<file path="src/rtl/sprite_row_fetcher.sv">
// Fetches each sprite's glyph row from the shared glyph ROM during horizontal blanking.
// The rows go into a shadow buffer, and the line-start commit copies them to the active outputs.
module sprite_row_fetcher #(
  parameter int unsigned NUM_SPRITES = 4,
  parameter int unsigned FETCH_X     = 640,
  parameter int unsigned V_TOTAL     = 525,
  parameter int unsigned GLYPH_H     = 16
) (
  input  logic                     Clk,
  input  logic                     Reset,
  input  logic [9:0]               DrawX,
  input  logic [9:0]               DrawY,
  input  logic [NUM_SPRITES*10-1:0] spr_x,
  input  logic [NUM_SPRITES*10-1:0] spr_y,
  input  logic [NUM_SPRITES*7-1:0]  spr_code,
  input  logic [NUM_SPRITES-1:0]    spr_en,
  output logic [10:0]              rom_addr,
  input  logic [7:0]               rom_data,
  output logic [NUM_SPRITES*8-1:0]  row_bits,
  output logic [NUM_SPRITES-1:0]    row_hit,
  output logic                     fetch_busy,
  output logic                     overrun_err
);

  localparam int unsigned IdxW = (NUM_SPRITES > 1) ? $clog2(NUM_SPRITES) : 1;

  typedef enum logic [1:0] {StIdle, StFetch, StDrain, StDone} state_e;

  state_e                         state_q;
  logic [IdxW-1:0]                idx_q;
  logic [9:0]                     prev_x_q;
  logic [9:0]                     tgt_q;
  logic [NUM_SPRITES-1:0][9:0]    y_q;
  logic [NUM_SPRITES-1:0][6:0]    code_q;
  logic [NUM_SPRITES-1:0]         en_q;
  logic [NUM_SPRITES-1:0][7:0]    shadow_bits_q;
  logic [NUM_SPRITES-1:0]         shadow_hit_q;
  logic                           cap_vld_q;
  logic                           cap_hit_q;
  logic [IdxW-1:0]                cap_idx_q;

  logic        start_evt, commit_evt;
  logic [9:0]  y_sel;
  logic [10:0] tgt_w, y_w, y_end;
  logic        cur_hit;
  logic [3:0]  cur_row;

  // spr_x is consumed by the colour mapper, not by the fetcher.
  logic unused_spr_x;
  assign unused_spr_x = ^spr_x;

  assign start_evt  = (DrawX == 10'(FETCH_X)) && (prev_x_q != 10'(FETCH_X));
  assign commit_evt = (DrawX == 10'd0) && (prev_x_q != 10'd0);

  always_comb begin
    y_sel   = y_q[idx_q];
    tgt_w   = {1'b0, tgt_q};
    y_w     = {1'b0, y_sel};
    y_end   = y_w + 11'(GLYPH_H);
    cur_hit = en_q[idx_q] && (tgt_w >= y_w) && (tgt_w < y_end);
    cur_row = tgt_q[3:0] - y_sel[3:0];
    rom_addr = '0;
    if (state_q == StFetch && cur_hit) begin
      rom_addr = {code_q[idx_q], cur_row};
    end
  end

  assign fetch_busy = (state_q == StFetch) || (state_q == StDrain);

  always_ff @(posedge Clk) begin
    if (Reset) begin
      state_q       <= StIdle;
      idx_q         <= '0;
      prev_x_q      <= '0;
      tgt_q         <= '0;
      y_q           <= '0;
      code_q        <= '0;
      en_q          <= '0;
      shadow_bits_q <= '0;
      shadow_hit_q  <= '0;
      cap_vld_q     <= 1'b0;
      cap_hit_q     <= 1'b0;
      cap_idx_q     <= '0;
      row_bits      <= '0;
      row_hit       <= '0;
      overrun_err   <= 1'b0;
    end else begin
      prev_x_q <= DrawX;

      // rom_data answers the request issued one cycle earlier.
      if (cap_vld_q) begin
        shadow_bits_q[cap_idx_q] <= cap_hit_q ? rom_data : 8'h00;
        shadow_hit_q[cap_idx_q]  <= cap_hit_q;
      end
      cap_vld_q <= (state_q == StFetch);
      cap_idx_q <= idx_q;
      cap_hit_q <= cur_hit;

      if (start_evt) begin
        for (int i = 0; i < int'(NUM_SPRITES); i++) begin
          y_q[i]    <= spr_y[10*i +: 10];
          code_q[i] <= spr_code[7*i +: 7];
        end
        en_q    <= spr_en;
        tgt_q   <= (DrawY == 10'(V_TOTAL - 1)) ? 10'd0 : DrawY + 10'd1;
        idx_q   <= '0;
        state_q <= StFetch;
      end else if (commit_evt) begin
        cap_vld_q <= 1'b0;
        unique case (state_q)
          StDone: begin
            row_bits <= shadow_bits_q;
            row_hit  <= shadow_hit_q;
          end
          StFetch, StDrain: begin
            row_bits    <= '0;
            row_hit     <= '0;
            overrun_err <= 1'b1;
          end
          default: begin
            row_bits <= '0;
            row_hit  <= '0;
          end
        endcase
        state_q <= StIdle;
      end else begin
        unique case (state_q)
          StFetch: begin
            if (idx_q == IdxW'(NUM_SPRITES - 1)) state_q <= StDrain;
            else idx_q <= idx_q + 1'b1;
          end
          StDrain: state_q <= StDone;
          default: ;
        endcase
      end
    end
  end

endmodule

</file>
<file path="config.mk">
export PLATFORM = sky130hd
export DESIGN_NAME = sprite_row_fetcher
export DESIGN_NICKNAME = d
export VERILOG_FILES = /design/src/rtl/sprite_row_fetcher.sv
export SDC_FILE = /design/constraint.sdc
export NUM_CORES = 1
export LEC_CHECK = 0
export ABC_AREA = 0
export CORE_ASPECT_RATIO = 1.75
export CORE_UTILIZATION = 55
export CTS_BUF_LIST = sky130_fd_sc_hd__clkbuf_8
export DETAILED_ROUTE_END_ITERATION = 8
export GPL_TIMING_DRIVEN = 0
export HOLD_SLACK_MARGIN = 0.1
export PLACE_DENSITY = 0.85
export SLEW_MARGIN = 25
export SYNTH_ARGS = -nofsm -noshare
export SYNTH_HDL_FRONTEND = slang
export SYNTH_SLANG_ARGS = --single-unit
</file>
<file path="constraint.sdc">
create_clock -name Clk -period 5.3 [get_ports Clk]
set_clock_uncertainty 0.1 [all_clocks]
set_input_delay 0.795 -clock Clk [delete_from_list [all_inputs] [get_ports Clk]]
set_output_delay 0.795 -clock Clk [all_outputs]
set_load 0.02 [all_outputs]
</file>
# Word level (Yosys, flattened, before mapping)
# Index checks and enable logic that the tools add are counted.
# op_classes
bitwise_logic	3
n_mul	0
shift	0
div	0
reduce_logical	19
mux	23
n_eq_ne	9
addsub	4
n_lt_le_gt_ge	5
# op_table
cell	n
$bwmux 32	1
$mux 32	1
$bmux 10 s2	1
$eq 10x10->1 const B	2
$mux 10	2
$demux 8 s2	1
$mux 8	2
$bmux 7 s2	1
$add 10x5->11 const B	1
$lt 10x11->1	1
$mux 11	1
$add 10x1->10 const B	1
$ge 10x10->1	1
$logic_not 10->1	1
$ne 10x10->1 const B	1
$reduce_bool 10->1	1
$mux 7	1
$eq 2x2->1 const B	3
$logic_and 1x1->1	6
$lt 2x3->1 const B	2
$mux 1	6
$reduce_and 2->1	3
$reduce_and 3->1	2
$bwmux 4	1
other kinds (17)	20
# totals
wordCells	88
ff_bits	173
latch_bits	0
ram_bits	0
mem_bits_ro	0
output_inout_bits	49
memories	0

# Longest topological paths before layout
# Gate-level depths: netlist of run 1.
# depth
depth_word	7
ltp_mapped	12
ltp_nobuf	10

# Worst setup path after synthesis of run 1
# No wires, ideal clock.
# synth_timing
path_kind	reg2out
startpoint	reg idx_q[0]
endpoint	out rom_addr[0]
t_required_ps	4405
arrival_ps	3207
stages_incl_launch_ff	12
path_buffers	2
setup_slack_ps	1198
path_cell_list	dfxtp_1 -> buf_4 -> buf_2 -> mux4_2 -> inv_1 -> ha_1 -> nor2b_1 -> o21ai_0 -> a2111oi_0 -> o2111ai_1 -> a21oi_1 -> nor4b_1
# synth_between
elab_chain_len	7
elab_cells_between_ends	12
cone_classes	2 x add/sub; 2 x order compare; 5 x mux; 3 x reduce/logical
# synth_lines
item	line_no	text
start, declared	30	logic [IdxW-1:0] idx_q;
start signal, assigned	130	else idx_q <= idx_q + 1'b1;
$bmux 10 s2	56	y_sel = y_q[idx_q];
$mux 10 (not written as such)	56	
$add 10x5->11 or $ge 10x10->1 (tied branches)	59, 60	
$lt 10x11->1 or $logic_and 1x1->1 (tied branches)	60	cur_hit = en_q[idx_q] && (tgt_w >= y_w) && (tgt_w < y_end);
$logic_and 1x1->1	60	
$logic_and 1x1->1	63	if (state_q == StFetch && cur_hit) begin
$mux 11 *	63	
end, declared	17	output logic [10:0] rom_addr,
# Mark *: on every way between the ends. The rest lies on a longest branch, timed or not. The select of a mux whose other input is x is not followed.

# Worst setup path in the final report of run 1
# layout_timing
startpoint	reg idx_q[0]
endpoint	out rom_addr[2]
# The elaborated chain is that of the path after synthesis.

==> flow_metrics.env, run 1 <==
export IMPL_relSlewSlack=0.327
export IMPL_startpoint_type="flop"
export IMPL_place_area_um2=9120
export IMPL_post_place_cells=1201
export IMPL_hold_path_class="flop to flop"
export IMPL_synth_edf_count=0
export IMPL_power_leakage_nw=3.23
export IMPL_synth_compound_area_frac=0.136
export IMPL_grt_busiest_layer="met2"
export IMPL_routed_wl_mm=19.8
export IMPL_worstMarginPinSlew_ns=1.01
export IMPL_syn_area_per_cell_um2=8.41
export IMPL_rsz0062_at_grt="false"
export IMPL_synthAdderAreaFrac=0.0416
export IMPL_setup_viol=0
export IMPL_synth_top_family_by_area="simple AND/OR/NAND/NOR gates"
export IMPL_detail_route_wl_per_cell_um=16.0
export IMPL_synth_common_cells="nand2_1 (241), dfxtp_1 (173), a21oi_1 (153)"
export IMPL_cts_root_buffer="clkbuf_8"
export IMPL_post_cts_setup_buffer_count=0
export IMPL_hold_viol_final=0
export IMPL_ys_types=49
export IMPL_grt_pass1_vias=6692
export IMPL_antennaDiodeCount=0
export IMPL_synth_simple_area_share=0.228
export IMPL_synth_ff_type="dfxtp_1"
export IMPL_worstSetupEndpointType="primary output"
export IMPL_clk_pin_slew_ns=0.11
export IMPL_final_max_slew_violation_count=0
export IMPL_dr_pass1_iters=5
export IMPL_synth_xor_area_share=0.0177
export IMPL_fmax_mhz=194
export IMPL_route_detailed_drc=0
export IMPL_viasPerCell=5.56
export IMPL_io_buffers=150
export IMPL_ys_ff_latch=173
export IMPL_first_iter_violations=333
export IMPL_h_tree_depth=4
export IMPL_gr_usage_met2=0.548
export IMPL_crit_required_ns=4.41
export IMPL_use_met1=0.312
export IMPL_gr_usage_met3=0.0499
export IMPL_crit_type="flop to primary output"
export IMPL_cts_resized=5
export IMPL_final_cells=1233
export IMPL_path_max_fanout=10
export IMPL_cts_buffer_depth=2
export IMPL_cts_tree="built"
export IMPL_io_pins=191
export IMPL_die_area_um2=13900
export IMPL_clock_sinks=173
export IMPL_power_per_cell_area_nw_per_um2=253
export IMPL_die_h_um=155
export IMPL_final_period_utilization=0.974
export IMPL_grt_pass1_wl_mm=31.7
export IMPL_tns_ns=0
export IMPL_synth_cell_area_um2=7400
export IMPL_status="finished clean"
export IMPL_total_power_w=0.00242
export IMPL_synth_area_leaders="dfxtp_1 (47%), nand2_1 (12%), a21oi_1 (10%)"
export IMPL_fin_nets=1215
export IMPL_grt_ovfl_total=0
export IMPL_grt_antenna_before_repair=0
export IMPL_fin_area_um2=9560
export IMPL_synth_top_area_cell="dfxtp_1"
export IMPL_yosys_cell_count_top_type="nand2_1"
export IMPL_cts_buffers=17
export IMPL_drv_cap=0
export IMPL_yosysWarnings=0
export IMPL_start_util=0.569
export IMPL_dpl_hpwl_mm=15.0
export IMPL_clock_latency_ns=0.47
export IMPL_yosysSeqAreaShare=0.468
export IMPL_period_minus_slack_ns=5.16
export IMPL_ir_drop_mv=0.227
export IMPL_antenna_left=0
export IMPL_grt_usage=0.301
export IMPL_fp_row_count=55
export IMPL_synthCells=880
export IMPL_cts_hold_buf=0
export IMPL_syn_to_final_growth_pct=29.2
export IMPL_synthMuxAreaShare=0.0561
export IMPL_via_count=6857
export IMPL_drive_above_1_share=0.0810
export IMPL_worst_ep_arrival_time_ns=4.27
export IMPL_die_x_um=89.7
export IMPL_grt_max_degree=20
export IMPL_async_flop_share=0
export IMPL_syn_num_nets=1046
export IMPL_core_um2=13000
export IMPL_place_gp_congestion=0.935
export IMPL_yosysTopAreaCellShare=0.468
## logic make-up after synthesis
group,after synthesis
AOI/OAI and AO/OA,183
xor gates and xnor gates,15
adders and majority gates,24
buffers and inverters,84
DFF,173
muxes,19
and+or+nand+nor,382
## power by group
| part | internal, W | switching [W] |
|---|---|---|
| clock | 0.000360 | 0.000560 |
| sequential | 0.00131 | 0.00000524 |
| combinational | 0.0000991 | 0.0000847 |
| total | 0.00177 | 0.000650 |
## layout by cell type, fill, tap and decap left out, drive strengths merged, types with 2 or more instances in the layout
master / instances
nand2: 242
clkinv: 6
xnor2: 10
clkdlybuf4s50: 146
nand3b: 10
dlymetal6s2s: 4
clkbuf: 56
inv: 28
or4: 2
mux4: 18
a2111oi: 4
nand3: 75
a21o: 2
nor4: 2
ha: 23
o2111ai: 2
dfxtp: 173
nor2: 9
buf: 25
xor2: 5
nor2b: 13
o21ai: 13
nor3: 16
nand4: 3
a21oi: 153
o21a: 2
nor3b: 3
## cell type report
class	instances	area (µm²)
multi-input combinational	623	3560
sequential	173	3460
fill	977	3450
timing repair buffer	150	1510
buffer	64	329
clock buffer	17	234
tap	171	214
clock inverter	15	169
inverter	20	75.1
## critical path, cell delays in order, from the launching register on
cell	delay (ns)
dfxtp_1	0.41
buf_6	0.22
mux4_2	0.59
ha_1	0.24
xnor2_1	0.14
ha_1	0.30
nand2_1	0.11
a2111oi_2	0.44
o2111ai_1	0.20
a21oi_2	0.23
clkbuf_4	0.25
nor3_1	0.09
clkdlybuf4s50_1	0.57
## routing by layer
layer	up-vias	routed length (µm)
li1	3337	-
met1	3180	6910
met2	270	10700
met3	70	1070
met4	0	1080
met5	-	0
## flip-flops by register name, indices dropped and copies added (netlist names)
| signal | cells |
|---|---|
| cap_vld_q | 1 |
| shadow_hit_q | 4 |
| cap_idx_q | 2 |
| state_q | 2 |
| overrun_err | 1 |
| row_hit | 4 |
| shadow_bits_q | 32 |
| row_bits | 32 |
| code_q | 28 |
| prev_x_q | 10 |
| tgt_q | 10 |
| y_q | 40 |
| cap_hit_q | 1 |
| en_q | 4 |
| idx_q | 2 |
## per-stage QoR
step | util | setup WS, ns | hold slack (ns)
2_1_floorplan | - | 1.20 | 0.333
3_3_place_gp | 0.701 | 0.279 | 0.338
3_5_place_dp | 0.701 | 0.292 | 0.342
4_1_cts | 0.733 | 0.000154 | 0.357
5_1_grt | 0.735 | 0.00618 | 0.372
6_report | 0.735 | 0.138 | 0.354
## final timing paths
kind | startpoint | to | slack, ns | depth (start not counted)
setup / recovery | idx_q[0] | rom_addr[2] | 0.14 | 12
hold / removal | row_hit[1] | row_hit[1] | 0.35 | 2
setup reg to reg | idx_q[0] | cap_hit_q | 1.86 | 11
hold reg to reg | row_hit[1] | row_hit[1] | 0.35 | 2
(Power assumes the default switching activity.)
==> inputs of run 2 (changes only) <==
--- a/config.mk
+++ b/config.mk
@@ -10,9 +10,10 @@
 export CORE_UTILIZATION = 55
 export CTS_BUF_LIST = sky130_fd_sc_hd__clkbuf_8
 export DETAILED_ROUTE_END_ITERATION = 8
+export DONT_BUFFER_PORTS = 1
 export GPL_TIMING_DRIVEN = 0
 export HOLD_SLACK_MARGIN = 0.1
-export PLACE_DENSITY = 0.85
+export PLACE_DENSITY = 0.66
 export SLEW_MARGIN = 25
 export SYNTH_ARGS = -nofsm -noshare
 export SYNTH_HDL_FRONTEND = slang
==> run 2 against run 1 <==
Against the previous run: core utilization down 12 points; register-to-register slack worse by 0.62 ns; critical path depth is the same; first-iteration DRC count down 30%; flip-flop and latch count stayed put; highest routed layer unchanged; die area unchanged; worst hold slack is essentially flat; wire length rose by 1.5%; critical path type unchanged; critical endpoint is now rom_addr[9]; non-clock buffer count shrank 150.
==> flow_metrics.env, run 2 (synthesis gave the netlist of run 1 again) <==
export IMPL_status="finished clean"
export IMPL_worst_ep_arrival_time_ns=4.39
export IMPL_fp_row_count=55
export IMPL_cts_hold_buf=0
export IMPL_power_per_cell_area_nw_per_um2=290
export IMPL_post_cts_setup_buffer_count=0
export IMPL_grt_ovfl_total=0
export IMPL_antennaDiodeCount=0
export IMPL_drv_cap=0
export IMPL_worstMarginPinSlew_ns=0.979
export IMPL_crit_required_ns=4.41
export IMPL_die_x_um=89.7
export IMPL_power_leakage_nw=2.57
export IMPL_core_um2=13000
export IMPL_hold_path_endpoint="tgt_q[0]"
export IMPL_fin_nets=1065
export IMPL_clock_latency_ns=0.45
export IMPL_largest_reg_flops=40
export IMPL_final_max_slew_violation_count=0
export IMPL_cts_buffers=17
export IMPL_cts_root_buffer="clkbuf_8"
export IMPL_grt_max_degree=18
export IMPL_cts_buffer_depth=2
export IMPL_cp_slowest_cell="nor3_1"
export IMPL_h_tree_depth=4
export IMPL_via_count=6283
export IMPL_start_util=0.569
export IMPL_viasPerCell=5.80
export IMPL_fmax_mhz=189
export IMPL_top_register="y_q"
export IMPL_hold_path_class="primary input to flop"
export IMPL_final_period_utilization=0.997
export IMPL_route_detailed_drc=0
export IMPL_cts_tree="built"
export IMPL_reg_top3="y_q: 40 flops, row_bits: 32 flops, shadow_bits_q: 32 flops"
export IMPL_rrSetupSlack_ns=1.24
export IMPL_path_max_fanout=10
export IMPL_grt_usage=0.299
export IMPL_final_cell_mix="nand2_1 (241), dfxtp_1 (173), a21oi_1 (153)"
export IMPL_r2r_end="cap_hit_q"
export IMPL_dpl_hpwl_mm=15.6
export IMPL_fin_area_um2=8010
export IMPL_r2r_cells=12
export IMPL_crit_buf_inv=4
export IMPL_crit_type="flop to primary output"
export IMPL_crit_path_cell_trace="buf_2, buf_1, mux4_2, inv_1, ha_1, nor2b_1, o21ai_0, a2111oi_0, o2111ai_1, a21oi_1, buf_2, nor3_1"
export IMPL_clk_pin_slew_ns=0.09
export IMPL_min_path_cells=1
export IMPL_die_h_um=155
export IMPL_period_minus_slack_ns=5.28
export IMPL_place_area_um2=7620
export IMPL_relSlewSlack=0.346
export IMPL_dr_pass1_iters=4
export IMPL_ir_drop_mv=0.258
export IMPL_clock_sinks=173
export IMPL_critical_path_top_delay_family="buffers and inverters"
export IMPL_startpoint_type="flop"
export IMPL_worstSetupEndpointType="primary output"
export IMPL_grt_pass1_wl_mm=30.7
export IMPL_first_iter_violations=234
export IMPL_io_buffers=0
export IMPL_path_common_cell="buf_2"
export IMPL_io_pins=191
export IMPL_tns_ns=0
export IMPL_setup_viol=0
export IMPL_hold_viol_final=0
export IMPL_rsz0062_at_grt="true"
export IMPL_min_from="DrawY[0]"
export IMPL_place_gp_congestion=0.892
export IMPL_syn_to_final_growth_pct=8.23
export IMPL_final_common_cell="nand2_1"
export IMPL_grt_antenna_before_repair=0
export IMPL_grt_pass1_vias=6175
export IMPL_drive_above_1_share=0.0899
export IMPL_routed_wl_mm=20.1
export IMPL_r2r_start="idx_q[1]"
export IMPL_detail_route_wl_per_cell_um=18.5
export IMPL_critPathMaxStageDelay_ns=0.65
export IMPL_die_area_um2=13900
export IMPL_cts_resized=0
export IMPL_antenna_left=0
==> run 2: cell count changes in the layout (fill, tap and decap cells not counted), sizes merged <==
| cell | before | now |
|---|---|---|
| buf | 25 | 26 |
| clkinv | 6 | 2 |
| clkdlybuf4s50 | 146 | 0 |
| clkbuf | 56 | 55 |
| bufinv | 0 | 1 |
| dlymetal6s2s | 4 | 0 |
| clkinvlp | 1 | 4 |
==> run 2: metrics by stage <==
step | hold WS (ns) | util | setup slack [ns] | instances | power [W]
after detailed placement | 0.347 | 0.586 | 0.546 | 1051 | 0.00144
after floorplan | 0.333 | - | 1.20 | 880 | 0.00141
after global placement | 0.340 | 0.586 | 0.571 | 1051 | 0.00143
after CTS | 0.335 | 0.616 | 0.0245 | 1083 | 0.00234
after global routing | 0.328 | 0.616 | -0.123 | 1083 | 0.00239
final | 0.354 | 0.616 | 0.0160 | 1083 | 0.00232
==> run 2: worst max path at each step <==
stage | slack, ns | end | from | depth (start not counted)
after global placement | 0.57 | rom_addr[0] | idx_q[0] | 11
final | 0.02 | rom_addr[9] | idx_q[1] | 12
after floorplan | 1.20 | rom_addr[0] | idx_q[0] | 11
after global routing | -0.12 | rom_addr[3] | idx_q[0] | 12
after CTS | 0.02 | rom_addr[6] | idx_q[1] | 12
after detailed placement | 0.55 | rom_addr[6] | idx_q[1] | 12
==> run 2: final cells by class <==
type | instances | area, µm²
Fill cell | 1201 | 4990
Clock inverter | 15 | 155
Inverter | 20 | 75.1
Tap cell | 171 | 214
Multi-Input combinational cell | 623 | 3550
Clock buffer | 17 | 234
Sequential cell | 173 | 3460
Buffer | 64 | 315
==> run 2: power breakdown <==
part | total (W) | leakage [nW] | internal [W] | switching (W)
clock | 0.000917 | 0.190 | 0.000390 | 0.000528
combinational | 0.0000933 | 0.985 | 0.0000298 | 0.0000635
sequential | 0.00131 | 1.40 | 0.00131 | 0.00000539
==> run 2: metal layers <==
metal / vias up / global-route usage / share of wire
met2: 202 / 0.544 / 0.53
met5: - / 0 / 0
met3: 74 / 0.0679 / 0.051
met1: 2962 / 0.285 / 0.35
met4: 0 / 0.199 / 0.065
li1: 3045 / - / -
